==> src/rtl/snake_pkg.sv <==
// snake_pkg: shared definitions for the snake direction scheduler.
//   - direction encoding (0 up, 1 right, 2 down, 3 left)
//   - PS/2 set-2 scan codes used by the scheduler
//   - opposite(): reverse of a direction (xor 2)
//   - decode_make(): maps a make byte to a command bundle
package snake_pkg;

  localparam logic [1:0] DIR_UP    = 2'd0;
  localparam logic [1:0] DIR_RIGHT = 2'd1;
  localparam logic [1:0] DIR_DOWN  = 2'd2;
  localparam logic [1:0] DIR_LEFT  = 2'd3;

  localparam logic [7:0] SC_E0    = 8'hE0;
  localparam logic [7:0] SC_F0    = 8'hF0;
  localparam logic [7:0] SC_UP    = 8'h75;
  localparam logic [7:0] SC_DN    = 8'h72;
  localparam logic [7:0] SC_LT    = 8'h6B;
  localparam logic [7:0] SC_RT    = 8'h74;
  localparam logic [7:0] SC_W     = 8'h1D;
  localparam logic [7:0] SC_A     = 8'h1C;
  localparam logic [7:0] SC_S     = 8'h1B;
  localparam logic [7:0] SC_D     = 8'h23;
  localparam logic [7:0] SC_SPACE = 8'h29;
  localparam logic [7:0] SC_ESC   = 8'h76;

  // Decoded action of a single make code.
  typedef struct packed {
    logic       dir_vld;
    logic [1:0] dir;
    logic       pause;
    logic       restart;
  } key_cmd_t;

  function automatic logic [1:0] opposite(input logic [1:0] d);
    return d ^ 2'd2;
  endfunction

  function automatic key_cmd_t decode_make(input logic [7:0] code);
    key_cmd_t c;
    c = '0;
    case (code)
      SC_UP, SC_W: begin c.dir_vld = 1'b1; c.dir = DIR_UP;    end
      SC_RT, SC_D: begin c.dir_vld = 1'b1; c.dir = DIR_RIGHT; end
      SC_DN, SC_S: begin c.dir_vld = 1'b1; c.dir = DIR_DOWN;  end
      SC_LT, SC_A: begin c.dir_vld = 1'b1; c.dir = DIR_LEFT;  end
      SC_SPACE:    c.pause   = 1'b1;
      SC_ESC:      c.restart = 1'b1;
      default:     c = '0;
    endcase
    return c;
  endfunction

endpackage

==> src/rtl/snake_dir_fifo.sv <==
// snake_dir_fifo: QDEPTH x 2-bit circular FIFO of pending directions.
// Ports:
//   clk, rst      clock, synchronous active-high reset
//   push, din     enqueue din (accepted when not full, or when a pop
//                 happens in the same cycle)
//   pop           dequeue head (ignored when empty)
//   flush         empty the FIFO; dominates push/pop
//   head, tail    oldest / newest entry (valid only when not empty)
//   level         occupancy, 0..QDEPTH
//   full, empty   derived from the occupancy counter
module snake_dir_fifo #(
  parameter int QDEPTH = 4
) (
  input  logic                      clk,
  input  logic                      rst,
  input  logic                      push,
  input  logic [1:0]                din,
  input  logic                      pop,
  input  logic                      flush,
  output logic [1:0]                head,
  output logic [1:0]                tail,
  output logic [$clog2(QDEPTH):0]   level,
  output logic                      full,
  output logic                      empty
);

  localparam int PW = $clog2(QDEPTH);

  logic [1:0]    mem_q [QDEPTH];
  logic [PW-1:0] rd_ptr_q, rd_ptr_d;
  logic [PW-1:0] wr_ptr_q, wr_ptr_d;
  logic [PW:0]   level_q, level_d;
  logic          do_push, do_pop;
  logic [PW-1:0] tail_ptr;

  // QDEPTH is a power of two, so the counter MSB alone marks full.
  assign full     = level_q[PW];
  assign empty    = (level_q == '0);
  assign level    = level_q;
  assign tail_ptr = wr_ptr_q - 1'b1;
  assign head     = mem_q[rd_ptr_q];
  assign tail     = mem_q[tail_ptr];

  always_comb begin
    do_push  = push && (!full || (pop && !empty)) && !flush;
    do_pop   = pop && !empty && !flush;
    rd_ptr_d = rd_ptr_q;
    wr_ptr_d = wr_ptr_q;
    level_d  = level_q;
    if (flush) begin
      rd_ptr_d = '0;
      wr_ptr_d = '0;
      level_d  = '0;
    end else begin
      if (do_push) wr_ptr_d = wr_ptr_q + 1'b1;
      if (do_pop)  rd_ptr_d = rd_ptr_q + 1'b1;
      case ({do_push, do_pop})
        2'b10:   level_d = level_q + 1'b1;
        2'b01:   level_d = level_q - 1'b1;
        default: level_d = level_q;
      endcase
    end
  end

  always_ff @(posedge clk) begin
    if (rst) begin
      rd_ptr_q <= '0;
      wr_ptr_q <= '0;
      level_q  <= '0;
    end else begin
      rd_ptr_q <= rd_ptr_d;
      wr_ptr_q <= wr_ptr_d;
      level_q  <= level_d;
    end
  end

  // Storage needs no reset: entries are only read while counted valid.
  always_ff @(posedge clk) begin
    if (do_push) mem_q[wr_ptr_q] <= din;
  end

endmodule

==> src/rtl/snake_dir_sched.sv <==
// snake_dir_sched: turns PS/2 make/break bytes into snake commands.
// Direction keys are queued and applied one per unpaused game tick.
// Ports:
//   clk, rst    clock, synchronous active-high reset
//   key_valid   strobe: key_code holds {previous byte, newest byte}
//   key_code    [15:8] previous byte, [7:0] newest byte
//   tick        game step strobe
//   dir         currently applied direction
//   step        one cycle after an unpaused tick; engine moves using dir
//   restart     one-cycle pulse after Esc
//   paused      pause state (toggled by Space)
//   q_level     number of queued direction changes
//   overflow    sticky: a direction was lost to a full queue
module snake_dir_sched
  import snake_pkg::*;
#(
  parameter int         QDEPTH   = 4,
  parameter logic [1:0] INIT_DIR = 2'd1
) (
  input  logic                    clk,
  input  logic                    rst,
  input  logic                    key_valid,
  input  logic [15:0]             key_code,
  input  logic                    tick,
  output logic [1:0]              dir,
  output logic                    step,
  output logic                    restart,
  output logic                    paused,
  output logic [$clog2(QDEPTH):0] q_level,
  output logic                    overflow
);

  logic [1:0] dir_q, dir_d;
  logic       step_q, step_d;
  logic       restart_q, restart_d;
  logic       paused_q, paused_d;
  logic       overflow_q, overflow_d;
  logic [7:0] held_q, held_d;
  logic       held_vld_q, held_vld_d;

  logic       is_prefix, is_break, is_make, make_new;
  key_cmd_t   cmd;
  logic       tick_ok, pop_eff;
  logic [1:0] ref_dir;
  logic       dir_ok;

  logic       fifo_push, fifo_full, fifo_empty;
  logic [1:0] fifo_head, fifo_tail;

  snake_dir_fifo #(.QDEPTH(QDEPTH)) u_fifo (
    .clk   (clk),
    .rst   (rst),
    .push  (fifo_push),
    .din   (cmd.dir),
    .pop   (tick_ok),
    .flush (cmd.restart),
    .head  (fifo_head),
    .tail  (fifo_tail),
    .level (q_level),
    .full  (fifo_full),
    .empty (fifo_empty)
  );

  always_comb begin
    is_prefix = (key_code[7:0] == SC_E0) || (key_code[7:0] == SC_F0);
    is_break  = key_valid && !is_prefix && (key_code[15:8] == SC_F0);
    is_make   = key_valid && !is_prefix && !is_break;
    // A make matching the held key is a typematic repeat.
    make_new  = is_make && !(held_vld_q && (key_code[7:0] == held_q));
    cmd       = make_new ? decode_make(key_code[7:0]) : '0;

    held_d     = held_q;
    held_vld_d = held_vld_q;
    if (is_break && held_vld_q && (key_code[7:0] == held_q)) begin
      held_vld_d = 1'b0;
    end
    if (make_new) begin
      held_d     = key_code[7:0];
      held_vld_d = 1'b1;
    end
    if (cmd.restart) begin
      held_d     = '0;
      held_vld_d = 1'b0;
    end

    // Tick uses the pre-toggle paused value; restart suppresses it.
    tick_ok = tick && !paused_q && !cmd.restart;
    pop_eff = tick_ok && !fifo_empty;

    // Compare against the last direction that will be in effect (pre-pop tail).
    ref_dir   = fifo_empty ? dir_q : fifo_tail;
    dir_ok    = cmd.dir_vld && (cmd.dir != ref_dir) && (cmd.dir != opposite(ref_dir));
    fifo_push = dir_ok && (!fifo_full || pop_eff);

    step_d    = tick_ok;
    restart_d = cmd.restart;

    if (cmd.restart)  dir_d = INIT_DIR;
    else if (pop_eff) dir_d = fifo_head;
    else              dir_d = dir_q;

    if (cmd.restart)    paused_d = 1'b0;
    else if (cmd.pause) paused_d = ~paused_q;
    else                paused_d = paused_q;

    if (cmd.restart) overflow_d = 1'b0;
    else             overflow_d = overflow_q | (dir_ok && fifo_full && !pop_eff);
  end

  always_ff @(posedge clk) begin
    if (rst) begin
      dir_q      <= INIT_DIR;
      step_q     <= 1'b0;
      restart_q  <= 1'b0;
      paused_q   <= 1'b0;
      overflow_q <= 1'b0;
      held_q     <= '0;
      held_vld_q <= 1'b0;
    end else begin
      dir_q      <= dir_d;
      step_q     <= step_d;
      restart_q  <= restart_d;
      paused_q   <= paused_d;
      overflow_q <= overflow_d;
      held_q     <= held_d;
      held_vld_q <= held_vld_d;
    end
  end

  assign dir      = dir_q;
  assign step     = step_q;
  assign restart  = restart_q;
  assign paused   = paused_q;
  assign overflow = overflow_q;

endmodule
==> config.mk <==
export PLATFORM = sky130hd
export DESIGN_NAME = snake_dir_sched
export DESIGN_NICKNAME = d
export VERILOG_FILES = /design/src/rtl/snake_pkg.sv /design/src/rtl/snake_dir_fifo.sv /design/src/rtl/snake_dir_sched.sv
export SDC_FILE = /design/constraint.sdc
export NUM_CORES = 1
export LEC_CHECK = 0
export ABC_AREA = 1
export CAP_MARGIN = 5
export CORE_ASPECT_RATIO = 1.25
export CORE_UTILIZATION = 35
export DETAILED_ROUTE_END_ITERATION = 7
export GPL_TIMING_DRIVEN = 0
export PLACE_DENSITY_LB_ADDON = 0.3
export SYNTH_ARGS = -nofsm -noshare
export SYNTH_HDL_FRONTEND = slang
export SYNTH_SLANG_ARGS = --single-unit
==> constraint.sdc <==
create_clock -name clk -period 5.2 [get_ports clk]
set_input_delay 0.52 -clock clk [delete_from_list [all_inputs] [get_ports clk]]
set_output_delay 0.52 -clock clk [all_outputs]
set_load 0.05 [all_outputs]
After elaboration in Yosys (flattened, before gate mapping)
Memory sizes are Yosys's and may differ from the RTL's. A register that Yosys moved wholly into a read port is not among the register bits.
Index checks and enable logic that the tools add are counted.
{ "word_totals": {"word_cells": 82, "n_memories": 1, "regBits": 20, "input_bits": 20, "ramBits": 8, "output_inout_bits": 9} }
{ "classes": {"n_reduce_logical": 36, "muxes": 10, "n_eq_ne": 18, "bitwise": 3, "n_addsub": 5} }
{ "mem_list": {"columns": ["name", "words", "word_bits", "read_ports", "rd_clocked_by_memory_dff", "wr", "line_no", "text"], "rows": [
  ["u_fifo.mem_q", 4, 2, 2, 1, 1, "snake_dir_fifo.sv:29", "logic [1:0] mem_q [QDEPTH];"]
]} }
{ "op_table": {"columns": ["cell", "n"], "rows": [
  ["equality test 8 x 7 -> 1 bit (second input constant)", 5],
  ["equality test 8 x 5 -> 1 bit (second input constant)", 3],
  ["equality test 8 bit (second input constant)", 3],
  ["logical AND 1 bit", 18],
  ["equality test 8 x 6 -> 1 bit (second input constant)", 2],
  ["case mux 3 bit (4 select lines)", 1],
  ["OR reduction 2 bit", 5],
  ["equality test 8 bit", 1],
  ["logical NOT 1 bit", 8],
  ["2-to-1 mux 1 bit", 6],
  ["case mux 3 bit (2 select lines)", 1],
  ["2-to-1 mux 5 bit", 1],
  ["adder 2 x 1 -> 2 bit (second input constant)", 2],
  ["inequality test 2 bit", 2],
  ["nonzero test 2 bit", 2],
  ["adder 3 x 1 -> 3 bit (second input constant)", 1],
  ["logical NOT 3 bit", 1],
  ["subtractor 3 x 1 -> 3 bit (second input constant)", 1],
  ["equality test 2 x 1 -> 1 bit (second input constant)", 1],
  ["equality test 2 bit (second input constant)", 1],
  ["logical OR 1 bit", 2],
  ["2-to-1 mux 2 bit", 1],
  ["NOT 1 bit", 2],
  ["subtractor 2 x 1 -> 2 bit (second input constant)", 1],
  ["bitwise OR 1 bit", 1]
]} }

Depth between registers and ports, before layout
{ "depth": {"word_depth": 18, "depth_mapped": 20, "depth_no_buf": 19} }

By module
From an unflattened synthesis, not the netlist that was laid out.
{ "hier_totals": {"cells_unflattened": 274, "hier_area_um2": 1961.9} }
{ "by_module_without_submodules": {"columns": ["module", "cells_each", "area_each_um2", "seq_area_each_um2", "instances"], "rows": [
  ["snake_dir_sched", 168, 1086.0, 300.3, 1],
  ["snake_dir_fifo", 106, 875.8, 420.4, 1]
]} }

Worst setup path after synthesis
OpenSTA, ideal clock, no wires.
{ "synth_timing": {"path_kind": "register -> register", "start": "register u_fifo.wr_ptr_q[0]", "end": "register u_fifo.level_q[2], in the netlist u_fifo.level[2]", "period_less_slack_ns": 2.606, "path_buffers": 0, "setup_slack_ns": 2.594, "path_stages_with_launch": 18, "t_arrival_ns": 2.490, "setup_ns": 0.116, "t_required_ns": 5.084, "cell_sequence": "dfxtp_1 inv_1 ha_1 inv_1 nand3_1 nand2_1 o21ai_0 nand4_1 nand3_2 nor2_4 inv_2 ha_1 inv_1 fa_1 a21oi_1 o21ai_0 xor2_1 nor2_1"} }
{ "synth_between": {"elab_chain_len": 11, "elab_cells_between_ends": 15, "cone_classes": "add/sub: 1; eq/ne: 4; mux: 2; bitwise: 1; reduce/logical: 6; memory: 1"} }
{ "synth_lines": {"columns": ["element", "line_no", "text"], "rows": [
  ["start, declared", "snake_dir_fifo.sv:31", "logic [PW-1:0] wr_ptr_q, wr_ptr_d;"],
  ["start signal, assigned", "snake_dir_fifo.sv:72", "wr_ptr_q <= wr_ptr_d;"],
  ["subtractor 2 x 1 -> 2 bit (*)", "snake_dir_fifo.sv:40", "assign tail_ptr = wr_ptr_q - 1'b1;"],
  ["net u_fifo.tail_ptr[0]", "snake_dir_fifo.sv:34", "logic [PW-1:0] tail_ptr;"],
  ["memory read (4 x 2 bit) (*)", null, null],
  ["2-to-1 mux 2 bit (*)", "snake_dir_sched.sv:91", "ref_dir = fifo_empty ? dir_q : fifo_tail;"],
  ["inequality test 2 bit or NOT 1 bit (tied branches)", null, null],
  ["logical AND 1 bit or inequality test 2 bit (tied branches)", "snake_dir_sched.sv:92", "dir_ok = cmd.dir_vld && (cmd.dir != ref_dir) && (cmd.dir != opposite(ref_dir));"],
  ["logical AND 1 bit (*)", "snake_dir_sched.sv:92", null],
  ["logical AND 1 bit (*)", "snake_dir_sched.sv:93", "fifo_push = dir_ok && (!fifo_full || pop_eff);"],
  ["logical AND 1 bit (*) (2 in series)", "snake_dir_fifo.sv:45", "do_push = push && (!full || (pop && !empty)) && !flush;"],
  ["equality test 2 x 1 -> 1 bit or equality test 2 bit (tied branches)", "snake_dir_fifo.sv:57", "case ({do_push, do_pop})"],
  ["case mux 3 bit (2 select lines) or nonzero test 2 bit (tied branches)", null, null],
  ["end signal, assigned", "snake_dir_fifo.sv:73", "level_q <= level_d;"],
  ["end, declared", "snake_dir_fifo.sv:32", "logic [PW:0] level_q, level_d;"]
]} }
Mark *: on every way through the listed nets, which the timed path passes. The rest lies on a longest branch.
A chain may end at the register's enable or synchronous reset.

Worst setup path after layout
{ "layout_timing": {"start": "input port key_code[2]", "end": "register u_fifo.level_q[2], in the netlist u_fifo.level[2]"} }
{ "layout_between": {"elab_chain_len": 18, "elab_cells_between_ends": 45, "cone_classes": "eq/ne: 16; mux: 4; reduce/logical: 25"} }
{ "layout_lines": {"columns": ["element", "line_no", "text"], "rows": [
  ["start, declared", "snake_dir_sched.sv:23", "input logic [15:0] key_code,"],
  ["equality test 8 bit", "snake_dir_sched.sv:65", "is_prefix = (key_code[7:0] == SC_E0) || (key_code[7:0] == SC_F0);"],
  ["logical OR 1 bit", "snake_dir_sched.sv:65", null],
  ["logical NOT 1 bit", "snake_dir_sched.sv:66, snake_dir_sched.sv:67", null],
  ["logical AND 1 bit", "snake_dir_sched.sv:66, snake_dir_sched.sv:67", null],
  ["logical AND 1 bit", "snake_dir_sched.sv:66", "is_break = key_valid && !is_prefix && (key_code[15:8] == SC_F0);"],
  ["logical NOT 1 bit", "snake_dir_sched.sv:67", "is_make = key_valid && !is_prefix && !is_break;"],
  ["logical AND 1 bit", "snake_dir_sched.sv:67", null],
  ["logical AND 1 bit", "snake_dir_sched.sv:69", "make_new = is_make && !(held_vld_q && (key_code[7:0] == held_q));"],
  ["2-to-1 mux 5 bit (*)", "snake_dir_sched.sv:70", "cmd = make_new ? decode_make(key_code[7:0]) : '0;"],
  ["logical NOT 1 bit", "snake_dir_fifo.sv:45, snake_dir_fifo.sv:46, snake_dir_sched.sv:87", null],
  ["logical AND 1 bit", "snake_dir_sched.sv:87", "tick_ok = tick && !paused_q && !cmd.restart;"],
  ["logical AND 1 bit", "snake_dir_fifo.sv:45, snake_dir_fifo.sv:46, snake_dir_sched.sv:88", null],
  ["logical OR 1 bit", "snake_dir_fifo.sv:45, snake_dir_sched.sv:93", null],
  ["logical AND 1 bit", "snake_dir_sched.sv:93", null],
  ["logical AND 1 bit (2 in series)", "snake_dir_fifo.sv:45", null],
  ["equality test 2 x 1 -> 1 bit or equality test 2 bit (tied branches)", "snake_dir_fifo.sv:57", null],
  ["case mux 3 bit (2 select lines) or nonzero test 2 bit (tied branches)", null, null]
]} }
Mark *: on every way between the ends. The rest lies on a longest branch, timed or not.

==> qor.csv <==
stage;metric;value;unit
power;pwr dens;232;nW/µm²
layout;final core utilization;45.9;%
yosys;post-synthesis cell type count;29;
floorplanning;# IOs;29;
clocking;cts hold-fix bufs;0;
critical_path;Worst R2R End;u_fifo.level[2]$_SDFFE_PP0P_;
run;max_cap viols;0;
drt;detail-routed via count per cell;4.55;
yosys;sequential area share after synthesis;37.5;%
yosys;top cells by area, synth;dfxtp_1 24%, nand2_1 14%, edfxtp_1 13%;
min_path;worst min path class;flip-flop to flip-flop;
placement;Post-DP Area;2140;µm²
drt;1st-iter DRT viols;67;
clocking;cts repair resizes;0;
grt;first-pass GRT wire length;6340;µm
drt;Pre-antenna DRT Iters;7;
layout;sequential cell area;681;µm²
yosys;Synth Register Bits;30;
critical_path;peak fanout along the critical path;6;
layout;layout cell share with drive strength beyond 1;14.4;%
timing;Slew HR;67.1;%
power;Final Power;0.519;mW
yosys;Synth area leader;dfxtp_1;
layout;most frequent cells in the layout;69 x nand2_1, 38 x nor2_1, 33 x inv_1;
layout;area of the multi-input gates;941;µm²
critical_path;Slowest-stage cell, CP;clkdlybuf4s50_1;
critical_path;CP Launch Type;input pin;
clocking;CTS clk-pin slew, worst paths;0.07;ns
min_path;Worst Hold Depth;2;
placement;PortBufs;25;
timing;Max Clock Skew;0.0106;ns
placement;hpwl dp;2910;µm
yosys;Syn Std Cell Area;1820;µm²
floorplanning;Site Rows;28;
critical_path;R2R cell count;17;
drt;WL/cell;10.4;µm
layout;design area;2240;µm²
outcome;status;finished clean;
min_path;hold path endpoint;overflow$_SDFF_PP0_;
timing;Hold Vio Cnt, Final;0;
drt;antenna-violating nets left;0;
floorplanning;die height;82.6;µm
floorplanning;Die ar.;5480;µm²
yosys;Syn Nets;285;
placement;GPL Wtd Cong;0.902;
layout;leading cell type in the layout, fill and taps excluded;nand2_1;
timing;unrepaired setup endpoints after global routing;false;
layout;Diodes inserted;0;
drt;vias post-DR;1601;
timing;Max Fclk;326;MHz
clocking;TritonCTS clock tree;built;
min_path;Min-Delay Startpoint;overflow$_SDFF_PP0_;
timing;Worst-Margin Slew;0.493;ns
critical_path;Max stage delay on crit path;0.68;ns
timing;Final period util;59.0;%
power;LEAKAGE;0.934;nW
clocking;# clock sinks;30;
grt;grt ovf;0;
layout;fillcell total;513;
clocking;Clock H-tree levels;2;
yosys;Yosys top cell area share;24.2;%
yosys;Yosys warnings;0;
critical_path;Worst R2R Start;u_fifo.wr_ptr_q[0]$_SDFFE_PP0P_;
timing;fin. max-slew vios;0;
yosys;syn avg cell area;7.01;µm²
clocking;Root Buffer;clkbuf_8;
layout;fin nets;317;
critical_path;crit-path cells;clkdlybuf4s50_1 > nor2_2 > nand2_1 > o21ai_2 > nor2_4 > nand3_2 > nand2_4 > nand2_4 > inv_2 > nor2_4 > inv_2 > ha_1 > inv_1 > fa_1 > a21oi_1 > o21ai_0 > xor2_1 > nor2_1;
floorplanning;Starting Density;37.3;%
critical_path;Req. time, crit path;5.43;ns
grt;largest net degree at the start of global routing;11;
critical_path;WP data arrival;3.30;ns
critical_path;Setup CP Type;input pin to flip-flop;
timing;fin crit period;3.07;ns
clocking;Num CTS Buffers;5;
floorplanning;core area;4870;µm²
layout;Layout area overhead;23.1;%
critical_path;crit end category;flip-flop;
grt;number of global-route vias before repair;1521;
yosys;Gate Count Post-Synth;259;
power;Max VDD drop;128;µV
floorplanning;die width;66.4;µm
clocking;Post-CTS Setup Inserts;0;
clocking;clk_lat worst skew;0.29;ns
timing;setup TNS;0;ns
drt;Detailed Route WL;3650;µm
clocking;CTS max path bufs;2;
grt;Total GRT Usage;15.6;%
grt;initial antenna violation count;0;
drt;# DRC;0;
critical_path;FF-to-FF setup slack;2.20;ns
timing;Setup violations, final;0;
-- state kept, by name (all words and copies together), names as in the netlist --
signal           count
dir                  2
held_q               8
held_vld_q           1
overflow             1
paused               1
restart              1
step                 1
u_fifo.level         3
u_fifo.mem_q         8
u_fifo.rd_ptr_q      2
u_fifo.wr_ptr_q      2
-- worst max-delay path, delay by kind of cell --
family                   cells  cell delay [ns]
AO/OA/AOI/OAI                3             0.33
XOR/XNOR                     1             0.15
adder cells (fa/ha/maj)      2             0.53
buffers and inverters        4             0.92
AND/OR/NAND/NOR              8             0.86
-- metrics by stage --
stage	worst slack, ns	hold slack, ns	std cells
5_1_grt	1.83	0.516	352
4_1_cts	2.14	0.481	352
3_5_place_dp	1.85	0.467	344
6_report	2.13	0.475	352
2_1_floorplan	2.59	0.456	259
3_3_place_gp	1.86	0.466	344
-- synthesized netlist by cell type, drive strengths merged --
cell type,count
xnor2,5
nor3,1
a21oi,17
ha,5
dfxtp,22
o22ai,1
xor2,2
nor4,1
edfxtp,8
o21ai,10
nand3,12
inv,39
nand4,3
fa,1
nor2,52
nand3b,1
buf,6
nand2,73
-- layout make-up --
class / count / share of cell area [%]
Multi-Input combinational cell: 184 / 42.1
Sequential cell: 30 / 30.4
Timing Repair Buffer: 25 / 11.2
Inverter: 39 / 6.66
Clock buffer: 6 / 3.69
Tap cell: 60 / 3.36
Buffer: 6 / 2.07
Clock inverter: 2 / 0.504
-- power by group --
group | internal (mW) | leakage, nW | switching, mW | total, mW
Combinational | 0.0310 | 0.645 | 0.0407 | 0.0717
Clock | 0.107 | 0.0515 | 0.0917 | 0.198
Sequential | 0.245 | 0.238 | 0.00432 | 0.249
Total | 0.382 | 0.934 | 0.137 | 0.519
-- worst max path at each step --
stage | startpoint | endpoint | slack (ns) | cells after the start
final | key_code[2] | u_fifo.level[2]$_SDFFE_PP0P_ | 2.13 | 18
after global placement | key_code[7] | u_fifo.level[2]$_SDFFE_PP0P_ | 1.86 | 19
after global routing | key_code[7] | u_fifo.level[2]$_SDFFE_PP0P_ | 1.83 | 19
after CTS | key_code[2] | u_fifo.level[2]$_SDFFE_PP0P_ | 2.14 | 18
after detailed placement | key_code[2] | u_fifo.level[2]$_SDFFE_PP0P_ | 1.85 | 18
after floorplan | u_fifo.wr_ptr_q[0]$_SDFFE_PP0P_ | u_fifo.level[2]$_SDFFE_PP0P_ | 2.59 | 17
-- cell families (layout without fill, tap and decap cells) --
group / count (synthesis) / count (layout) / synth area share, %
and+or+nand+nor: 143 / 143 / 35.9
buffers and inverters: 45 / 78 / 10.7
DFF: 30 / 30 / 37.5
AOI/OAI and AO/OA: 28 / 28 / 7.99
xor gates and xnor gates: 7 / 7 / 3.37
adders and majority gates: 6 / 6 / 4.55
-- metal layers --
layer	GRT usage, %	vias up	share of wire (%)	wire [µm]
met2	30.0	19	53	1940
met4	6.38	0	1.6	60
li1	-	863	-	-
met1	16.0	713	43	1560
met3	3.71	6	2.2	82
met5	0	-	0	0
Note: power is estimated with default switching activity, not from simulation.
==> patch, RTL diff (config.mk and constraints unchanged) <==
Add an input register stage for `key_valid`, `key_code` and `tick`, without a reset; this delays them by one clock. Comments in the files are not updated.
--- a/src/rtl/snake_dir_sched.sv
+++ b/src/rtl/snake_dir_sched.sv
@@ -30,4 +30,14 @@
   output logic                    overflow
 );
+
+  logic key_valid_q;
+  logic [15:0] key_code_q;
+  logic tick_q;
+
+  always_ff @(posedge clk) begin
+    key_valid_q <= key_valid;
+    key_code_q  <= key_code;
+    tick_q      <= tick;
+  end
 
   logic [1:0] dir_q, dir_d;
@@ -63,18 +73,18 @@
 
   always_comb begin
-    is_prefix = (key_code[7:0] == SC_E0) || (key_code[7:0] == SC_F0);
-    is_break  = key_valid && !is_prefix && (key_code[15:8] == SC_F0);
-    is_make   = key_valid && !is_prefix && !is_break;
+    is_prefix = (key_code_q[7:0] == SC_E0) || (key_code_q[7:0] == SC_F0);
+    is_break  = key_valid_q && !is_prefix && (key_code_q[15:8] == SC_F0);
+    is_make   = key_valid_q && !is_prefix && !is_break;
     // A make matching the held key is a typematic repeat.
-    make_new  = is_make && !(held_vld_q && (key_code[7:0] == held_q));
-    cmd       = make_new ? decode_make(key_code[7:0]) : '0;
+    make_new  = is_make && !(held_vld_q && (key_code_q[7:0] == held_q));
+    cmd       = make_new ? decode_make(key_code_q[7:0]) : '0;
 
     held_d     = held_q;
     held_vld_d = held_vld_q;
-    if (is_break && held_vld_q && (key_code[7:0] == held_q)) begin
+    if (is_break && held_vld_q && (key_code_q[7:0] == held_q)) begin
       held_vld_d = 1'b0;
     end
     if (make_new) begin
-      held_d     = key_code[7:0];
+      held_d     = key_code_q[7:0];
       held_vld_d = 1'b1;
     end
@@ -85,5 +95,5 @@
 
     // Tick uses the pre-toggle paused value; restart suppresses it.
-    tick_ok = tick && !paused_q && !cmd.restart;
+    tick_ok = tick_q && !paused_q && !cmd.restart;
     pop_eff = tick_ok && !fifo_empty;
 
Behaviour: not the same (Yosys sat finds a counterexample within 4 cycles, from zero or initial values and one cycle with rst high).
==> patch against the unedited design <==
Area after synthesis grew 22%. Via count grew 9.8%. Register-to-register slack gained 180 ps. Final area grew 20%. Power grew 32%. Sequential cell count grew 18. Clock skew shrank 3.3 ps. Setup slack gained 250 ps. Wire length grew 11%. Largest power group unchanged. Largest cell class is now registers.
==> patch: results (changes against the unedited design) <==
Pwr
The worst vdd rail ir drop is 0.000158 V (was 0.000128 V). The leakage power is 0.00112 uW (was 0.000934 uW).

Setup path
The arrival time of data at the critical path endpoint is 3010 ps (was 3300 ps). The path type of the worst setup path is register to register (was primary input to register). The slowest cell on the critical path is dfxtp_1 (was clkdlybuf4s50_1). The biggest cell delay along the critical path is 470 ps (was 680 ps). The number of cells on the worst reg-to-reg path is 18 (was 17). The critical path's top delay family is adder cells (was buffers and inverters). The slack of the worst reg-to-reg path is 2380 ps (was 2200 ps).

GRT
The met2 routing resource usage after global routing came to 0.240 (was 0.300). The first-pass GRT wire length is 7130 um (was 6340 um). The total track usage is 0.138 (was 0.156). The met3 capacity usage during global routing is 0.0268 (was 0.0371). The maximum number of pins on one net before global-route repair came to 17 (was 11).

Route
The first-pass iteration count of the detailed router was 4 (was 7). The detailed-routed wire length on met3 is 98 um (was 82 um). The detailed-route wire length on metal 1 is 1790 um (was 1560 um).

The initial detailed-routing violation count was 49 (was 67). The routed length per placed instance is 10.1 um (was 10.4 um).

Yosys
Leading post-synthesis cells by cell area: dfxtp_1 36%, nand2_1 12%, edfxtp_1 11%, nor2_1 7.6%, inv_1 4.8% (was dfxtp_1 24%, nand2_1 14%, edfxtp_1 13%, nor2_1 7.9%, inv_1 6.8%). The fraction of the yosys area taken by sequential cells is 0.471 (was 0.375). Top cells by instance count after synthesis: 72 x nand2_1, 45 x nor2_1, 40 x dfxtp_1 (was 69 x nand2_1, 38 x nor2_1, 33 x inv_1). The number of standard cells after synthesis is 283 (was 259). The number of nets produced by synthesis is 309 (was 285).

Timing
The final hold slack is 454 ps (was 475 ps). The worst-case headroom to the max-slew limit was 0.670 (was 0.671). The worst-case clock skew is 7.26 ps (was 10.6 ps). The max-slew violation count is 0 (unchanged).

Place
The number of port buffers was 28 (was 25). The global placer's final weighted congestion is 0.776 (was 0.902). The HPWL reported at the end of detailed placement is 3140 um (was 2910 um).

Clock network
The clock transition at the registers of the reported paths is 90 ps (was 70 ps). The number of buffers added by the clock tree synthesis step is 5 (unchanged).

Outcome
Status: finished, final reports clean (unchanged).

Cells and area
The final cell count without fillers was 404 (was 352). The total number of nets in the final design is 344 (was 317). The number of fill cells in the layout came to 633 (was 513).
[patch: kinds of logic (layout without fill, tap and decap cells)]
group           count (synthesis)  in the layout  synth area share
compound gates                 28             28            0.0669
xor+xnor                        7              7            0.0278
fa+ha+maj                       6              6            0.0374
buf+inv                        42             78            0.0855
flops                          48             48             0.471
simple gates                  152            152             0.311
[patch: metrics by stage]
stage,cell area (um2),setup WS [ps]
finish,2690,2380
global placement,2590,2470
CTS,2690,2370
global route,2690,2080
floorplan,2210,2700
detailed placement,2590,2410
[patch: area by class of cell]
cell class	count	area [um2]	share of cell area
Timing Repair Buffer	28	280	0.104
Tap cell	85	106	0.0396
Sequential cell	48	1040	0.387
Multi-Input combinational cell	193	978	0.364
Buffer	7	52.6	0.0196
Clock buffer	5	68.8	0.0256
Clock inverter	3	23.8	0.00885
Inverter	35	136	0.0507
[patch: power breakdown]
group          switching, uW  internal, uW
Clock                    126          95.3
Sequential              7.92           389
Combinational           34.4          31.2
